`config.mk`:
```
export PLATFORM = sky130hd
export DESIGN_NAME = button_debounce_flat
export DESIGN_NICKNAME = d
export VERILOG_FILES = /design/src/rtl/button_debounce_if.sv /design/src/rtl/button_debounce.sv /design/src/flat_wrapper.sv
export SDC_FILE = /design/constraint.sdc
export NUM_CORES = 1
export LEC_CHECK = 0
export ABC_CLOCK_PERIOD_IN_PS = 2900
export BUFFER_PORTS_ARGS = -buffer_cell sky130_fd_sc_hd__buf_2
export CORE_MARGIN = 2
export CORE_UTILIZATION = 28
export CTS_CLUSTER_DIAMETER = 200
export DETAILED_ROUTE_END_ITERATION = 8
export GPL_TIMING_DRIVEN = 0
export PLACE_DENSITY_LB_ADDON = 0.05
export SLEW_MARGIN = 20
export SYNTH_ARGS = -nofsm -noshare
export SYNTH_HDL_FRONTEND = slang
export SYNTH_SLANG_ARGS = --single-unit
```
`constraint.sdc`:
```
create_clock -name CLOCK_50 -period 2.9 [get_ports CLOCK_50]
set_input_delay 0.58 -clock CLOCK_50 [delete_from_list [all_inputs] [get_ports CLOCK_50]]
set_output_delay 0.58 -clock CLOCK_50 [all_outputs]
set_load 0.1 [all_outputs]
```
`src/rtl/button_debounce_if.sv`:
```
`default_nettype none
// ============================================================================
//  Module   : button_debounce_if
//  Purpose  : Signal bundle between the push-button conditioning stage and
//             its consumer (LED blinker control).
//  Signals  : btn_raw       raw button pin, asynchronous to CLOCK_50
//             pressed       debounced level, 1 = held
//             press_pulse   one-cycle pulse on an accepted press
//             release_pulse one-cycle pulse on an accepted release
//             press_count   accepted presses, wraps modulo 256
//             long_pulse    one-cycle pulse on a long hold
//  Modports : master - drives the button pin, consumes the conditioned outputs
//             slave  - the debouncer itself
//  Revision : 1.0 - initial release
// ============================================================================
interface button_debounce_if;
    logic       btn_raw;
    logic       pressed;
    logic       press_pulse;
    logic       release_pulse;
    logic [7:0] press_count;
    logic       long_pulse;

    modport master (
        output btn_raw,
        input  pressed,
        input  press_pulse,
        input  release_pulse,
        input  press_count,
        input  long_pulse
    );

    modport slave (
        input  btn_raw,
        output pressed,
        output press_pulse,
        output release_pulse,
        output press_count,
        output long_pulse
    );
endinterface
`default_nettype wire

```
`src/rtl/button_debounce.sv`:
```
`default_nettype none
// ============================================================================
//  Module   : button_debounce
//  Purpose  : Synchronises the raw board push-button into CLOCK_50, rejects
//             contact bounce with a stable-time filter, and produces a clean
//             level, one-cycle press/release pulses and a wrapping press count.
//  Ports    : CLOCK_50  system clock (rising edge)
//             reset     asynchronous active-low reset
//             bus       button_debounce_if.slave (btn_raw in; pressed,
//                       press_pulse, release_pulse, press_count, long_pulse out)
//  Params   : DEBOUNCE_CYCLES  stable cycles needed to accept a change (>= 1)
//             LONG_CYCLES      hold time before long_pulse (>= 1)
//             BTN_ACTIVE       raw pin level that means "pressed"
//  Options  : BUTTON_DEBOUNCE_LONG_PRESS_EN - when defined, adds the hold
//             counter and long_pulse; otherwise long_pulse is constant 0.
//  Revision : 1.0 - initial release
// ============================================================================
module button_debounce #(
    parameter int DEBOUNCE_CYCLES = 5000,
    parameter int LONG_CYCLES     = 50000000,
    parameter bit BTN_ACTIVE      = 1'b0
) (
    input  wire logic         CLOCK_50,
    input  wire logic         reset,
    button_debounce_if.slave  bus
);

    if (DEBOUNCE_CYCLES < 1 || LONG_CYCLES < 1) begin : g_bad_params
        $error("button_debounce: DEBOUNCE_CYCLES and LONG_CYCLES must be >= 1");
    end

    // One extra bit of headroom so the stable counter can never wrap.
    localparam int            c_CW       = $clog2(DEBOUNCE_CYCLES) + 1;
    localparam logic [c_CW-1:0] c_CNT_LAST = c_CW'(DEBOUNCE_CYCLES - 1);
    localparam logic [c_CW-1:0] c_CNT_ONE  = c_CW'(1);

    typedef enum logic [1:0] {
        S_RELEASED     = 2'd0,
        S_PRESS_WAIT   = 2'd1,
        S_PRESSED      = 2'd2,
        S_RELEASE_WAIT = 2'd3
    } state_t;

    // ------------------------------------------------------------------
    // Two-flop synchroniser; resets to the released level so a button
    // held through reset is seen as a fresh press afterwards.
    // ------------------------------------------------------------------
    logic r_sync1;
    logic r_sync2;
    logic w_p_s;

    always_ff @(posedge CLOCK_50 or negedge reset) begin
        if (!reset) begin
            r_sync1 <= ~BTN_ACTIVE;
            r_sync2 <= ~BTN_ACTIVE;
        end else begin
            r_sync1 <= bus.btn_raw;
            r_sync2 <= r_sync1;
        end
    end

    assign w_p_s = (r_sync2 == BTN_ACTIVE);

    // ------------------------------------------------------------------
    // Debounce FSM
    // ------------------------------------------------------------------
    state_t          r_state;
    state_t          w_state_nxt;
    logic [c_CW-1:0] r_cnt;
    logic [c_CW-1:0] w_cnt_nxt;
    logic            r_pressed;
    logic            w_pressed_nxt;
    logic            r_press_pulse;
    logic            w_press_pulse_nxt;
    logic            r_release_pulse;
    logic            w_release_pulse_nxt;
    logic [7:0]      r_press_count;
    logic [7:0]      w_press_count_nxt;

    always_ff @(posedge CLOCK_50 or negedge reset) begin
        if (!reset) begin
            r_state         <= S_RELEASED;
            r_cnt           <= '0;
            r_pressed       <= 1'b0;
            r_press_pulse   <= 1'b0;
            r_release_pulse <= 1'b0;
            r_press_count   <= 8'd0;
        end else begin
            r_state         <= w_state_nxt;
            r_cnt           <= w_cnt_nxt;
            r_pressed       <= w_pressed_nxt;
            r_press_pulse   <= w_press_pulse_nxt;
            r_release_pulse <= w_release_pulse_nxt;
            r_press_count   <= w_press_count_nxt;
        end
    end

    always_comb begin
        w_state_nxt         = r_state;
        w_cnt_nxt           = r_cnt;
        w_pressed_nxt       = r_pressed;
        w_press_pulse_nxt   = 1'b0;
        w_release_pulse_nxt = 1'b0;
        w_press_count_nxt   = r_press_count;

        case (r_state)
            S_RELEASED: begin
                if (w_p_s) begin
                    w_state_nxt = S_PRESS_WAIT;
                    w_cnt_nxt   = '0;
                end
            end

            S_PRESS_WAIT: begin
                if (!w_p_s) begin
                    // Too short to be a press: drop it silently.
                    w_state_nxt = S_RELEASED;
                    w_cnt_nxt   = '0;
                end else if (r_cnt == c_CNT_LAST) begin
                    w_state_nxt       = S_PRESSED;
                    w_cnt_nxt         = '0;
                    w_pressed_nxt     = 1'b1;
                    w_press_pulse_nxt = 1'b1;
                    w_press_count_nxt = r_press_count + 8'd1;
                end else begin
                    w_cnt_nxt = r_cnt + c_CNT_ONE;
                end
            end

            S_PRESSED: begin
                if (!w_p_s) begin
                    w_state_nxt = S_RELEASE_WAIT;
                    w_cnt_nxt   = '0;
                end
            end

            S_RELEASE_WAIT: begin
                if (w_p_s) begin
                    // Release bounce: still held, level never dropped.
                    w_state_nxt = S_PRESSED;
                    w_cnt_nxt   = '0;
                end else if (r_cnt == c_CNT_LAST) begin
                    w_state_nxt         = S_RELEASED;
                    w_cnt_nxt           = '0;
                    w_pressed_nxt       = 1'b0;
                    w_release_pulse_nxt = 1'b1;
                end else begin
                    w_cnt_nxt = r_cnt + c_CNT_ONE;
                end
            end

            default: begin
                w_state_nxt = S_RELEASED;
                w_cnt_nxt   = '0;
            end
        endcase
    end

    assign bus.pressed       = r_pressed;
    assign bus.press_pulse   = r_press_pulse;
    assign bus.release_pulse = r_release_pulse;
    assign bus.press_count   = r_press_count;

`ifdef BUTTON_DEBOUNCE_LONG_PRESS_EN
    // ------------------------------------------------------------------
    // Hold timer: runs while the button is (possibly bouncing) held, so a
    // short release bounce does not restart it. After firing it parks at
    // LONG_CYCLES, giving one long_pulse per press.
    // ------------------------------------------------------------------
    localparam int              c_HW        = $clog2(LONG_CYCLES) + 1;
    localparam logic [c_HW-1:0] c_HOLD_LAST = c_HW'(LONG_CYCLES - 1);
    localparam logic [c_HW-1:0] c_HOLD_SAT  = c_HW'(LONG_CYCLES);
    localparam logic [c_HW-1:0] c_HOLD_ONE  = c_HW'(1);

    logic [c_HW-1:0] r_hold;
    logic [c_HW-1:0] w_hold_nxt;
    logic            r_long_pulse;
    logic            w_long_pulse_nxt;

    always_ff @(posedge CLOCK_50 or negedge reset) begin
        if (!reset) begin
            r_hold       <= '0;
            r_long_pulse <= 1'b0;
        end else begin
            r_hold       <= w_hold_nxt;
            r_long_pulse <= w_long_pulse_nxt;
        end
    end

    always_comb begin
        w_hold_nxt       = r_hold;
        w_long_pulse_nxt = 1'b0;
        if (w_state_nxt == S_RELEASED) begin
            // Also suppresses a long pulse on the same edge as a release,
            // keeping pulses mutually exclusive.
            w_hold_nxt = '0;
        end else if (r_state == S_PRESSED || r_state == S_RELEASE_WAIT) begin
            if (r_hold < c_HOLD_LAST) begin
                w_hold_nxt = r_hold + c_HOLD_ONE;
            end else if (r_hold == c_HOLD_LAST) begin
                w_hold_nxt       = c_HOLD_SAT;
                w_long_pulse_nxt = 1'b1;
            end
        end
    end

    assign bus.long_pulse = r_long_pulse;
`else
    assign bus.long_pulse = 1'b0;
`endif

endmodule
`default_nettype wire
```
`src/flat_wrapper.sv`:
```
// flat-port wrapper written by rule: the top's interface ports become plain ports
module button_debounce_flat 
#(
    parameter int DEBOUNCE_CYCLES = 5000,
    parameter int LONG_CYCLES     = 50000000,
    parameter bit BTN_ACTIVE      = 1'b0
)
  (CLOCK_50, reset, bus_btn_raw, bus_pressed, bus_press_pulse, bus_release_pulse, bus_press_count, bus_long_pulse);
  button_debounce_if bus_i ();
  input  wire logic CLOCK_50;
  input  wire logic reset;
  input wire logic [$bits(bus_i.btn_raw)-1:0] bus_btn_raw;
  output wire logic [$bits(bus_i.pressed)-1:0] bus_pressed;
  output wire logic [$bits(bus_i.press_pulse)-1:0] bus_press_pulse;
  output wire logic [$bits(bus_i.release_pulse)-1:0] bus_release_pulse;
  output wire logic [$bits(bus_i.press_count)-1:0] bus_press_count;
  output wire logic [$bits(bus_i.long_pulse)-1:0] bus_long_pulse;
  assign bus_i.btn_raw = bus_btn_raw;
  assign bus_pressed = bus_i.pressed;
  assign bus_press_pulse = bus_i.press_pulse;
  assign bus_release_pulse = bus_i.release_pulse;
  assign bus_press_count = bus_i.press_count;
  assign bus_long_pulse = bus_i.long_pulse;
  button_debounce #(.DEBOUNCE_CYCLES(DEBOUNCE_CYCLES), .LONG_CYCLES(LONG_CYCLES), .BTN_ACTIVE(BTN_ACTIVE)) u_core (.CLOCK_50(CLOCK_50), .reset(reset), .bus(bus_i));
endmodule
```
==> After elaboration in Yosys (flattened, before gate mapping) <==
Cells that the tools add are included.
{ "word_totals": {"reg_bits": 29, "output_inout_bits": 12} }
{ "classes": {"n_eq_ne": 12, "n_bitwise": 1, "add_sub_neg": 2, "reduce_logical": 6, "muxes": 23} }
{ "op_table": {"columns": ["cell", "count"], "rows": [
  ["$mux 14", 5],
  ["$pmux 14 s4", 1],
  ["$add 14x1->14 const B", 1],
  ["$eq 14x13->1 const B", 1],
  ["$mux 2", 6],
  ["$mux 1", 9],
  ["$add 8x1->8 const B", 1],
  ["$ne 2x1->1 const B", 4],
  ["$pmux 2 s4", 1],
  ["$reduce_and 5->1", 1],
  ["$eq 2x2->1 const B", 2],
  ["$ne 2x2->1 const B", 2],
  ["$reduce_and 4->1", 1],
  ["$ne 3x1->1 const B", 1],
  ["$ne 3x3->1 const B", 1],
  ["$reduce_and 3->1", 1],
  ["$eq 2x1->1 const B", 1],
  ["$logic_not 2->1", 1],
  ["$pmux 1 s2", 1],
  ["$reduce_and 2->1", 1],
  ["$reduce_bool 2->1", 1],
  ["$not 1->1", 1]
]} }

==> Longest topological paths before layout <==
Gate-level depths: netlist (run 1).
{ "depth": {"depth_word": 4, "ltp_mapped": 7, "mapped_depth_nobuf": 6} }

==> Worst setup path after synthesis (run 1) <==
OpenSTA, ideal clock, no wires.
{ "synth_path": {"kind": "register to register", "from": "reg u_core.r_cnt[0]", "to": "reg u_core.r_press_count[1] (netlist: u_core.bus.press_count[1])", "slack_ns": 0.705, "path_buffers": 0, "arrival_ns": 2.068, "path_stages_with_launch": 7, "period_less_slack_ns": 2.195, "setup_ns": 0.126, "path_cell_list": "dfrtp_1 -> ha_1 -> or4b_4 -> nor4_4 -> nand2_4 -> nor3_4 -> mux2_4"} }
{ "synth_between": {"elab_chain_cells": 2} }
{ "synth_lines": {"columns": ["item", "line_no", "source"], "rows": [
  ["from (decl)", "button_debounce.sv:69", "logic [c_CW-1:0] r_cnt;"],
  ["from (signal assigned)", "button_debounce.sv:90", "r_cnt <= w_cnt_nxt;"],
  ["$eq 14x13->1", "button_debounce.sv:119", "end else if (r_cnt == c_CNT_LAST) begin"],
  ["$reduce_and 3->1 (no line)", null, null],
  ["to (signal assigned)", "button_debounce.sv:94", "r_press_count <= w_press_count_nxt;"],
  ["to (decl)", "button_debounce.sv:77", "logic [7:0] r_press_count;"]
]} }
Every way passes these cells.
A chain may end at the register's enable or synchronous reset.

==> Worst setup path after layout (run 1) <==
{ "layout_path": {"from": "reg u_core.r_cnt[0]", "to": "reg u_core.r_cnt[1]"} }
{ "layout_between": {"elab_chain_cells": 4, "elab_cells_between_ends": 6, "classes_between": "add/sub: 1; eq/ne: 1; mux: 4"} }
{ "layout_lines": {"columns": ["item", "line_no", "source"], "rows": [
  ["$add 14x1->14 / $eq 14x13->1 (equally long branches)", null, null],
  ["$mux 14 *", "button_debounce.sv:119, button_debounce.sv:142", null],
  ["$mux 14, on equally long branches", "button_debounce.sv:138, button_debounce.sv:115", null],
  ["$pmux 14 s4 *", "button_debounce.sv:106", "case (r_state)"]
]} }
Mark *: on every way between the ends. The rest lies on a longest branch, timed or not.

==> results of run 1 <==
metal layers:
layer,track usage,up-vias,part of all wire
met5,0,-,0
met4,0.0635,0,0.017
met3,0.0348,7,0.045
met2,0.211,31,0.49
met1,0.169,535,0.45
li1,-,527,-
worst max path at each step:
stage | endpoint | slack [ns]
after floorplan | u_core.bus.press_count[1] | 0.71
after global placement | u_core.bus.press_count[1] | 0.46
after detailed placement | u_core.bus.press_count[1] | 0.45
after CTS | u_core.bus.press_count[1] | 0.44
after global routing | u_core.bus.press_count[1] | 0.33
final | u_core.r_cnt[1] | 0.43
logic make-up (layout without fill, tap and decap cells):
kind of cell / count (synthesis) / in the layout / share of synthesized area
multiplexers: 1 / 1 / 0.0106
adder cells (fa/ha/maj): 2 / 2 / 0.0177
buffers and inverters: 7 / 28 / 0.0256
flip-flops: 29 / 29 / 0.515
AO/OA/AOI/OAI: 28 / 28 / 0.125
AND/OR/NAND/NOR: 59 / 59 / 0.248
XOR/XNOR: 9 / 9 / 0.0557
other: 1 / 1 / 0.00265
layout make-up:
class                      count  share of cell area
timing repair buffer          13              0.0387
clock inverter                 1              0.0179
sequential                    29               0.433
multi-input combinational    100               0.387
buffer                         5              0.0171
tap                           67              0.0499
inverter                       2             0.00447
clock buffer                   7              0.0514
cell usage after synthesis (2+ instances only):
master / n
a31oi_1: 7
xnor2_1: 3
nand2_1: 11
xor2_1: 6
and2_2: 2
o21ai_0: 7
nor3_1: 4
or3_1: 2
nand4_1: 4
dfrtp_1: 27
buf_2: 2
and3_1: 3
or4_1: 2
or3_2: 3
a21o_1: 3
buf_4: 2
a21oi_1: 5
ha_1: 2
nand3_1: 10
nor2_1: 9
inv_1: 2
dfstp_2: 2
sequential cells by signal, summed over array words and instances, names as in the netlist, named ones only:
signal and count:
u_core.r_cnt 14, u_core.bus.press_count 8, u_core.bus.press_pulse 1, u_core.bus.pressed 1
u_core.bus.release_pulse 1, u_core.r_state 1, u_core.r_sync1 1, u_core.r_sync2 1
power breakdown:
part | switching, mW | internal, mW | leakage, nW
registers | 0.0121 | 0.415 | 0.394
clock network | 0.155 | 0.280 | 0.0585
logic | 0.0360 | 0.0179 | 0.341
==> summary.md, run 1 <==
| Metric | Value |
|---|---|
| Status | `completed` |
| CTS tree | `done` |
| Post-Route Setup TNS | `0 ns` |
| Fillers | `494` |
| CP top delay family | `simple AND/OR/NAND/NOR gates` |
| FFs w/ async S/R, synth | `1.00` |
| # DRC | `0` |
| Tcrit/Tclk final | `0.852` |
| DP Area | `1560 sq um` |
| DR pass1 iterations | `4` |
| Starting Density | `0.296` |
| Post-synth EDFFs | `0` |
| Unrepaired setup endpoints after global routing | `false` |
| Initial antenna violation count | `0` |
| Inst Count DP | `between 200 and 250` |
| Clock Skew | `0.00883 ns` |
| Largest cells by area after synthesis | `dfrtp_1, dfstp_2, xor2_1, nand3_1, a31oi_1` |
| Post-synth cell types | `40` |
| Root buffer cell | `clkbuf_8` |
| CTS Buffer Depth | `2` |
| Max Slew Vio Count | `0` |
| Die H | `75.1 um` |
| Cell row count | `25` |
| HP Class | `in2async` |
| Slew @ Worst Pin | `0.671 ns` |
| Startpoint class of the critical path | `register` |
| WL per Instance | `roughly 14 um` |
| Worst R2R Path Depth | `6` |
| Maxcap violations | `0` |
| Overall die area | `about 5600 sq um` |
| Post-Layout Cell Count | `224` |
| Cell count after synthesis | `about 140` |
| Fraction of layout cells with a size suffix above 1 | `0.248` |
| WL final | `roughly 3100 um` |
| Initial drt markers | `138` |
| DR vias | `1100` |
| Antenna Nets Post-Route | `0` |
| R2r endpoint | `u_core.r_cnt[1]` |
| Largest area contributor in the netlist | `dfrtp_1` |
| Avg Inst Size Synth | `around 10 sq um` |
| CP Data Required Time | `3.06 ns` |
| Vias/cell | `about 4.9` |
| Die W | `about 75 um` |
| Clock latency at the later pin of the worst-skew pair | `between 0.2 and 0.3 ns` |
| IO Count | `15` |
| Total grt overflow | `0` |
| DP Wirelength | `~2100 um` |
| Setup violations, final | `0` |
| Slew headroom | `0.553` |
| CP cell instances | `ha_1 > or4b_4 > nor4_4 > nor2_1 > buf_2 > a22o_1` |
| Register area share after synthesis | `0.515` |
| Ys flop type | `dfrtp_1` |
| Yosys warns | `0` |
| CTS H-Tree Depth | `2` |
| Reg2reg setup slack | `between 0.4 and 0.5 ns` |
| Final hold violations | `0` |
| Multi-input gate area | `roughly 650 sq um` |
| Total CTS buffers | `5` |
| Clock-pin slew on the worst setup and hold paths | `0.06 ns` |
| WP data arrival | `approximately 2.6 ns` |
| Post-CTS Resized | `0` |
| Port bufs | `13` |
| Final Wtd Congestion | `0.741` |
| Final Worst Setup Slack | `0.429 ns` |
| Post-CTS setup buffers | `0` |
| Total power | `916 uW` |
| Final core occ | `0.351` |
| Final Hold Slack | `0.336 ns` |
| Post-route minimum period | `2.47 ns` |
| Layout net count | `161` |
| Commonest cells after routing, fill and taps aside | `dfrtp_1, buf_2, nand2_1` |
| Placeable core area | `4790 sq um` |
| Flops & latches, synth | `29` |
| Final instance area | `about 1700 sq um` |
| Sequential cell area | `between 700 and 800 sq um` |
| Antenna cells | `0` |
| Pre-CTS WS | `0.448 ns` |
| CTS Sinks | `29` |
| Synthesis-to-layout area growth | `18.7%` |
| GRT Resource Usage Total | `0.133` |
| Crit. End Element | `register` |
| Post-synth top area share | `0.477` |
| Power Dens Cells | `545 nW/um^2` |
| Most common cell after layout, fill and taps aside | `dfrtp_1` |
| CP startpoint | `u_core.r_cnt[0]` |
| Buf/Inv on CP | `1` |
| Maximum fanout along the worst path | `10` |
| IR drop worst, VDD | `between 0.2 and 0.25 mV` |
| Post-synthesis cell area | `between 1000 and 1500 sq um` |
| Worst reg2reg startpoint | `u_core.r_cnt[0]` |
| Global-route wire length before repair | `5550 um` |
| Vias in the first global route | `1200` |
| Max Freq | `between 0.4 and 0.5 GHz` |
| CP max stage delay | `around 0.49 ns` |
| CP Class | `reg2reg` |
| Pleak | `between 0.7 and 0.8 nW` |
| Largest net degree at the start of global routing | `30` |
| Mapped Nets | `141` |
| Crit path depth | `6` |
| Slowest cell on crit path | `or4b_4` |
| CTS Hold Bufs | `0` |
Power figures use the tool's default switching activity.
==> run 2: changes to the inputs <==
--- a/config.mk
+++ b/config.mk
@@ -7,8 +7,7 @@
 export LEC_CHECK = 0
 export ABC_CLOCK_PERIOD_IN_PS = 2900
 export BUFFER_PORTS_ARGS = -buffer_cell sky130_fd_sc_hd__buf_2
-export CORE_MARGIN = 2
-export CORE_UTILIZATION = 28
+export CORE_UTILIZATION = 50
 export CTS_CLUSTER_DIAMETER = 200
 export DETAILED_ROUTE_END_ITERATION = 8
 export GPL_TIMING_DRIVEN = 0
==> summary.md, run 2 (synthesized netlist as in run 1, its figures left out) <==
| Metric | Value |
|---|---|
| Status | `completed` |
| IO Count | `15` |
| Startpoint class of the critical path | `register` |
| Pleak | `0.767 nW` |
| Fillers | `238` |
| Cell row count | `18` |
| Final Wtd Congestion | `0.810` |
| Post-CTS Resized | `0` |
| # DRC | `0` |
| Slew @ Worst Pin | `0.625 ns` |
| Max Slew Vio Count | `0` |
| CP Data Required Time | `between 3 and 4 ns` |
| WP data arrival | `2.63 ns` |
| GRT Resource Usage Total | `0.197` |
| Root buffer cell | `clkbuf_4` |
| Commonest cells after routing, fill and taps aside | `dfrtp_1, buf_2, nand2_1` |
| Slew headroom | `0.583` |
| DR vias | `1072` |
| CP cell instances | `ha_1 > or4b_4 > nor4_4 > nand2_4 > nor3_4 > mux2_4` |
| Starting Density | `0.551` |
| Reg2reg setup slack | `0.49 ns` |
| Overall die area | `3050 sq um` |
| Post-route minimum period | `between 2 and 2.5 ns` |
| CP startpoint | `u_core.r_cnt[0]` |
| Final Hold Slack | `0.252 ns` |
| Total CTS buffers | `5` |
| Total power | `715 uW` |
| CTS H-Tree Depth | `2` |
| HP Class | `in2async` |
| Final Worst Setup Slack | `0.486 ns` |
| Slowest cell on crit path | `or4b_4` |
| Most common cell after layout, fill and taps aside | `dfrtp_1` |
| Tcrit/Tclk final | `0.833` |
| CTS Hold Bufs | `0` |
| Die H | `about 55 um` |
| Clock Skew | `between 0.009 and 0.01 ns` |
| Post-Layout Cell Count | `187` |
| WL final | `roughly 2700 um` |
| Max reg flops | `14` |
| Power Dens Cells | `between 400 and 500 nW/um^2` |
| Vias/cell | `5.73` |
| CP Class | `reg2reg` |
| DP Wirelength | `1880 um` |
| Total grt overflow | `0` |
| Clock-pin slew on the worst setup and hold paths | `0.10 ns` |
| Post-CTS setup buffers | `0` |
| Maxcap violations | `0` |
| Max Freq | `0.414 GHz` |
| Inst Count DP | `179` |
| IR drop worst, VDD | `0.315 mV` |
| Final core occ | `0.611` |
| CTS Buffer Depth | `2` |
| Unrepaired setup endpoints after global routing | `false` |
| Crit path capture | `u_core.bus.press_count[1]` |
| Pre-CTS WS | `0.479 ns` |
| Antenna Nets Post-Route | `0` |
| Maximum fanout along the worst path | `9` |
| Fraction of layout cells with a size suffix above 1 | `0.248` |
| Setup violations, final | `0` |
| Port bufs | `13` |
| Clock latency at the later pin of the worst-skew pair | `0.33 ns` |
| Post-Route Setup TNS | `0 ns` |
| Global-route wire length before repair | `4640 um` |
| Layout net count | `161` |
| Crit. End Element | `register` |
| Final hold violations | `0` |
| Final instance area | `1570 sq um` |
| CTS tree | `done` |
| Placeable core area | `2570 sq um` |
| Worst R2R Path Depth | `6` |
| Antenna cells | `0` |
| Vias in the first global route | `a little over 1000` |
| WL per Instance | `14.4 um` |
| Largest net degree at the start of global routing | `30` |
| Largest Register | `u_core.r_cnt` |
| R2r endpoint | `u_core.bus.press_count[1]` |
| CP max stage delay | `0.49 ns` |
| Initial drt markers | `19` |
| Worst reg2reg startpoint | `u_core.r_cnt[0]` |
| DR pass1 iterations | `4` |
| DP Area | `1520 sq um` |
| Initial antenna violation count | `0` |
| Synthesis-to-layout area growth | `10.9%` |
| Die W | `55.2 um` |
| CTS Sinks | `29` |
-- run 2: cell count changes in the layout (fill, tap and decap cells not counted), sizes merged --
cell / change
clkinv: +2
bufinv: -1
clkbuf: -1
-- run 2: cell type report --
cell class	instances	area, sq um	share of cell area
inverters	2	7.51	0.00478
well taps	30	37.5	0.0239
multi-input cells	100	651	0.415
plain buffers	5	28.8	0.0183
clock buffers	6	41.3	0.0263
clock inverters	2	10.0	0.00638
flip-flops and latches	29	728	0.464
repair buffers	13	65.1	0.0415
-- run 2: worst min-delay path by stage --
stage / from / endpoint / slack (ns) / depth (start not counted)
floorplan: reset / asynchronous set/reset pin / 0.28 / 0
global placement: u_core.r_sync1 / u_core.r_sync2 / 0.35 / 0
detailed placement: u_core.r_sync1 / u_core.r_sync2 / 0.35 / 0
CTS: reset / u_core.r_cnt[3] / 0.29 / 1
global route: reset / u_core.r_cnt[4] / 0.32 / 1
finish: reset / u_core.r_cnt[3] / 0.25 / 1
-- run 2: power by group --
group,total [mW],internal (mW),switching (mW),leakage (nW)
sequential,0.427,0.415,0.0126,0.394
combinational,0.0518,0.0177,0.0340,0.341
clock,0.236,0.0922,0.144,0.0320
-- run 2: worst max-delay path: cells and delay by family, from the launching register on --
| kind | cells | cell delay [ns] |
|---|---|---|
| fa+ha+maj | 1 | 0.22 |
| simple gates | 4 | 1.34 |
| flops | 1 | 0.42 |
| mux | 1 | 0.32 |
-- run 2: per-layer routing --
metal,global-route usage,share of wire,up-vias
met3,0.0515,0.042,7
met5,0,0,-
met1,0.253,0.46,499
met2,0.313,0.48,33
li1,-,-,533
met4,0.0857,0.015,0
==> run 3: changes to the inputs <==
--- a/config.mk
+++ b/config.mk
@@ -5,7 +5,8 @@
 export SDC_FILE = /design/constraint.sdc
 export NUM_CORES = 1
 export LEC_CHECK = 0
-export ABC_CLOCK_PERIOD_IN_PS = 2900
+export ABC_AREA = 1
+export ABC_CLOCK_PERIOD_IN_PS = 2500
 export BUFFER_PORTS_ARGS = -buffer_cell sky130_fd_sc_hd__buf_2
 export CORE_UTILIZATION = 50
 export CTS_CLUSTER_DIAMETER = 200
==> constraint.sdc (replaced) <==
create_clock -name CLOCK_50 -period 2.5 [get_ports CLOCK_50]
set_input_delay 0.5 -clock CLOCK_50 [delete_from_list [all_inputs] [get_ports CLOCK_50]]
set_output_delay 0.5 -clock CLOCK_50 [all_outputs]
set_load 0.1 [all_outputs]
==> summary.md, run 3 <==
| Metric | Value |
|---|---|
| Status | `completed` |
| Initial drt markers | `111` |
| Vias in the first global route | `1394` |
| Avg Inst Size Synth | `6.92 sq um` |
| CP Data Required Time | `around 2.0 ns` |
| Max Slew Vio Count | `0` |
| Overall die area | `~3800 sq um` |
| Power Dens Cells | `473 nW/um^2` |
| Largest cells by area after synthesis | `dfrtp_1, nand2_1, nor2_1, inv_1, nand3_1` |
| CTS H-Tree Depth | `2` |
| Antenna cells | `0` |
| Clock Skew | `0.0122 ns` |
| Flops & latches, synth | `29` |
| Post-route minimum period | `1.76 ns` |
| Pre-CTS WS | `approximately 0.9 ns` |
| Largest Register | `u_core.r_cnt` |
| Initial antenna violation count | `0` |
| Global-route wire length before repair | `6220 um` |
| Commonest cells after routing, fill and taps aside | `nand2_1, nor2_1, inv_1` |
| Maxcap violations | `0` |
| Post-synth top cells | `nand2_1, nor2_1, inv_1, dfrtp_1, nand3_1` |
| Final Worst Setup Slack | `0.741 ns` |
| GRT Resource Usage Total | `0.229` |
| CP top delay family | `flip-flops` |
| HP Class | `in2async` |
| CP cell instances | `buf_2` |
| Largest area contributor in the netlist | `dfrtp_1` |
| Synthesis-to-layout area growth | `11.8%` |
| Top-count cell post-synth | `nand2_1` |
| Cell row count | `21` |
| Total grt overflow | `0` |
| WL final | `3670 um` |
| FFs w/ async S/R, synth | `1.00` |
| Slowest cell on crit path | `dfrtp_1` |
| Crit. End Element | `output pin` |
| Final instance area | `1970 sq um` |
| Die H | `just over 60 um` |
| Vias/cell | `4.99` |
| Buf/Inv on CP | `1` |
| Register area share after synthesis | `0.413` |
| Tcrit/Tclk final | `0.704` |
| Post-synthesis cell area | `1760 sq um` |
| Slew @ Worst Pin | `0.645 ns` |
| Root buffer cell | `clkbuf_4` |
| Final core occ | `0.586` |
| Largest net degree at the start of global routing | `30` |
| Clock latency at the later pin of the worst-skew pair | `around 0.34 ns` |
| Mapped Nets | `260` |
| Post-CTS setup buffers | `0` |
| Cell count after synthesis | `between 200 and 300` |
| DP Area | `1890 sq um` |
| Die W | `just over 60 um` |
| Ys flop type | `dfrtp_1` |
| Unrepaired setup endpoints after global routing | `false` |
| CTS Buffer Depth | `2` |
| DR pass1 iterations | `4` |
| Port bufs | `13` |
| DR vias | `1608` |
| CP Class | `reg2out` |
| # DRC | `0` |
| WP data arrival | `~1.3 ns` |
| Starting Density | `0.525` |
| Post-synth EDFFs | `0` |
| Yosys warns | `0` |
| Inst Count DP | `between 300 and 400` |
| Final hold violations | `0` |
| Post-CTS Resized | `0` |
| Slew headroom | `0.570` |
| Reg2reg setup slack | `slightly below 0.9 ns` |
| CTS tree | `done` |
| Post-Layout Cell Count | `322` |
| Max Freq | `0.568 GHz` |
| Post-Route Setup TNS | `0 ns` |
| Final Hold Slack | `0.174 ns` |
| Clock-pin slew on the worst setup and hold paths | `roughly 0.10 ns` |
| Layout net count | `between 200 and 300` |
| CTS Sinks | `29` |
| Antenna Nets Post-Route | `0` |
| Placeable core area | `3360 sq um` |
| IR drop worst, VDD | `0.255 mV` |
| IO Count | `15` |
| Startpoint class of the critical path | `register` |
| Worst reg2reg startpoint | `u_core.r_cnt[0]` |
| Maximum fanout along the worst path | `5` |
| Total CTS buffers | `5` |
| Worst R2R Path Depth | `6` |
| Setup violations, final | `0` |
| Post-synth cell types | `24` |
| CP max stage delay | `0.46 ns` |
| CTS Hold Bufs | `0` |
| Final Wtd Congestion | `0.827` |
| Total power | `933 uW` |
| Max reg flops | `14` |
| Most common cell after layout, fill and taps aside | `nand2_1` |
| R2r endpoint | `u_core.r_cnt[6]` |
| DP Wirelength | `2660 um` |
| Post-synth top area share | `0.383` |
| Pleak | `around 1.0 nW` |
| WL per Instance | `11.4 um` |
| Fraction of layout cells with a size suffix above 1 | `0.159` |
==> run 3: cell count changes after synthesis, moves of 4 or more <==
cell | previous run | this run
a21oi_1 | 5 | 0
a31oi_1 | 7 | 0
inv_1 | 2 | 28
inv_2 | 0 | 5
nand2_1 | 11 | 94
nand2_2 | 0 | 4
nand3_1 | 10 | 20
nand3_2 | 0 | 4
nor2_1 | 9 | 29
==> run 3: layer usage <==
layer  share of wire  vias up  track usage
li1                -      836            -
met1            0.50      728        0.322
met2            0.42       38        0.343
met3           0.059        6       0.0567
met4           0.017        0       0.0857
met5               0        -            0
==> run 3: kinds of logic (layout without fill, tap and decap cells) <==
logic type / after synthesis / in the layout / share of synthesized area
compound gates: 14 / 14 / 0.0418
fa+ha+maj: 2 / 2 / 0.0142
simple gates: 165 / 165 / 0.411
xor+xnor: 6 / 6 / 0.0298
buf+inv: 38 / 59 / 0.0879
flops: 29 / 29 / 0.413
other cells: 1 / 1 / 0.00213
==> run 3: cell type report <==
cell class | count | area [sq um]
multi-input combinational | 188 | 881
buffer | 3 | 22.5
tap | 46 | 57.6
fill | 319 | 1390
inverter | 35 | 133
clock buffer | 7 | 55.1
sequential | 29 | 728
clock inverter | 1 | 30.0
timing repair buffer | 13 | 65.1
==> run 3: power breakdown <==
part	internal, mW	total, mW	switching (mW)
logic	0.00892	0.0429	0.0340
registers	0.475	0.480	0.00497
clock network	0.239	0.410	0.171
==> run 3: how the worst max path moves through the flow <==
stage	startpoint	end	slack, ns	cells after the start
after floorplan	u_core.bus.press_count[0]	u_core.bus.press_count[4]	0.72	5
after global placement	u_core.r_cnt[0]	u_core.r_cnt[8]	0.90	8
after detailed placement	u_core.r_cnt[0]	u_core.r_cnt[6]	0.90	6
after CTS	u_core.bus.press_count[2]	bus_press_count[2]	0.73	1
after global routing	u_core.r_cnt[0]	u_core.r_cnt[6]	0.67	6
final	u_core.bus.press_count[2]	bus_press_count[2]	0.74	1
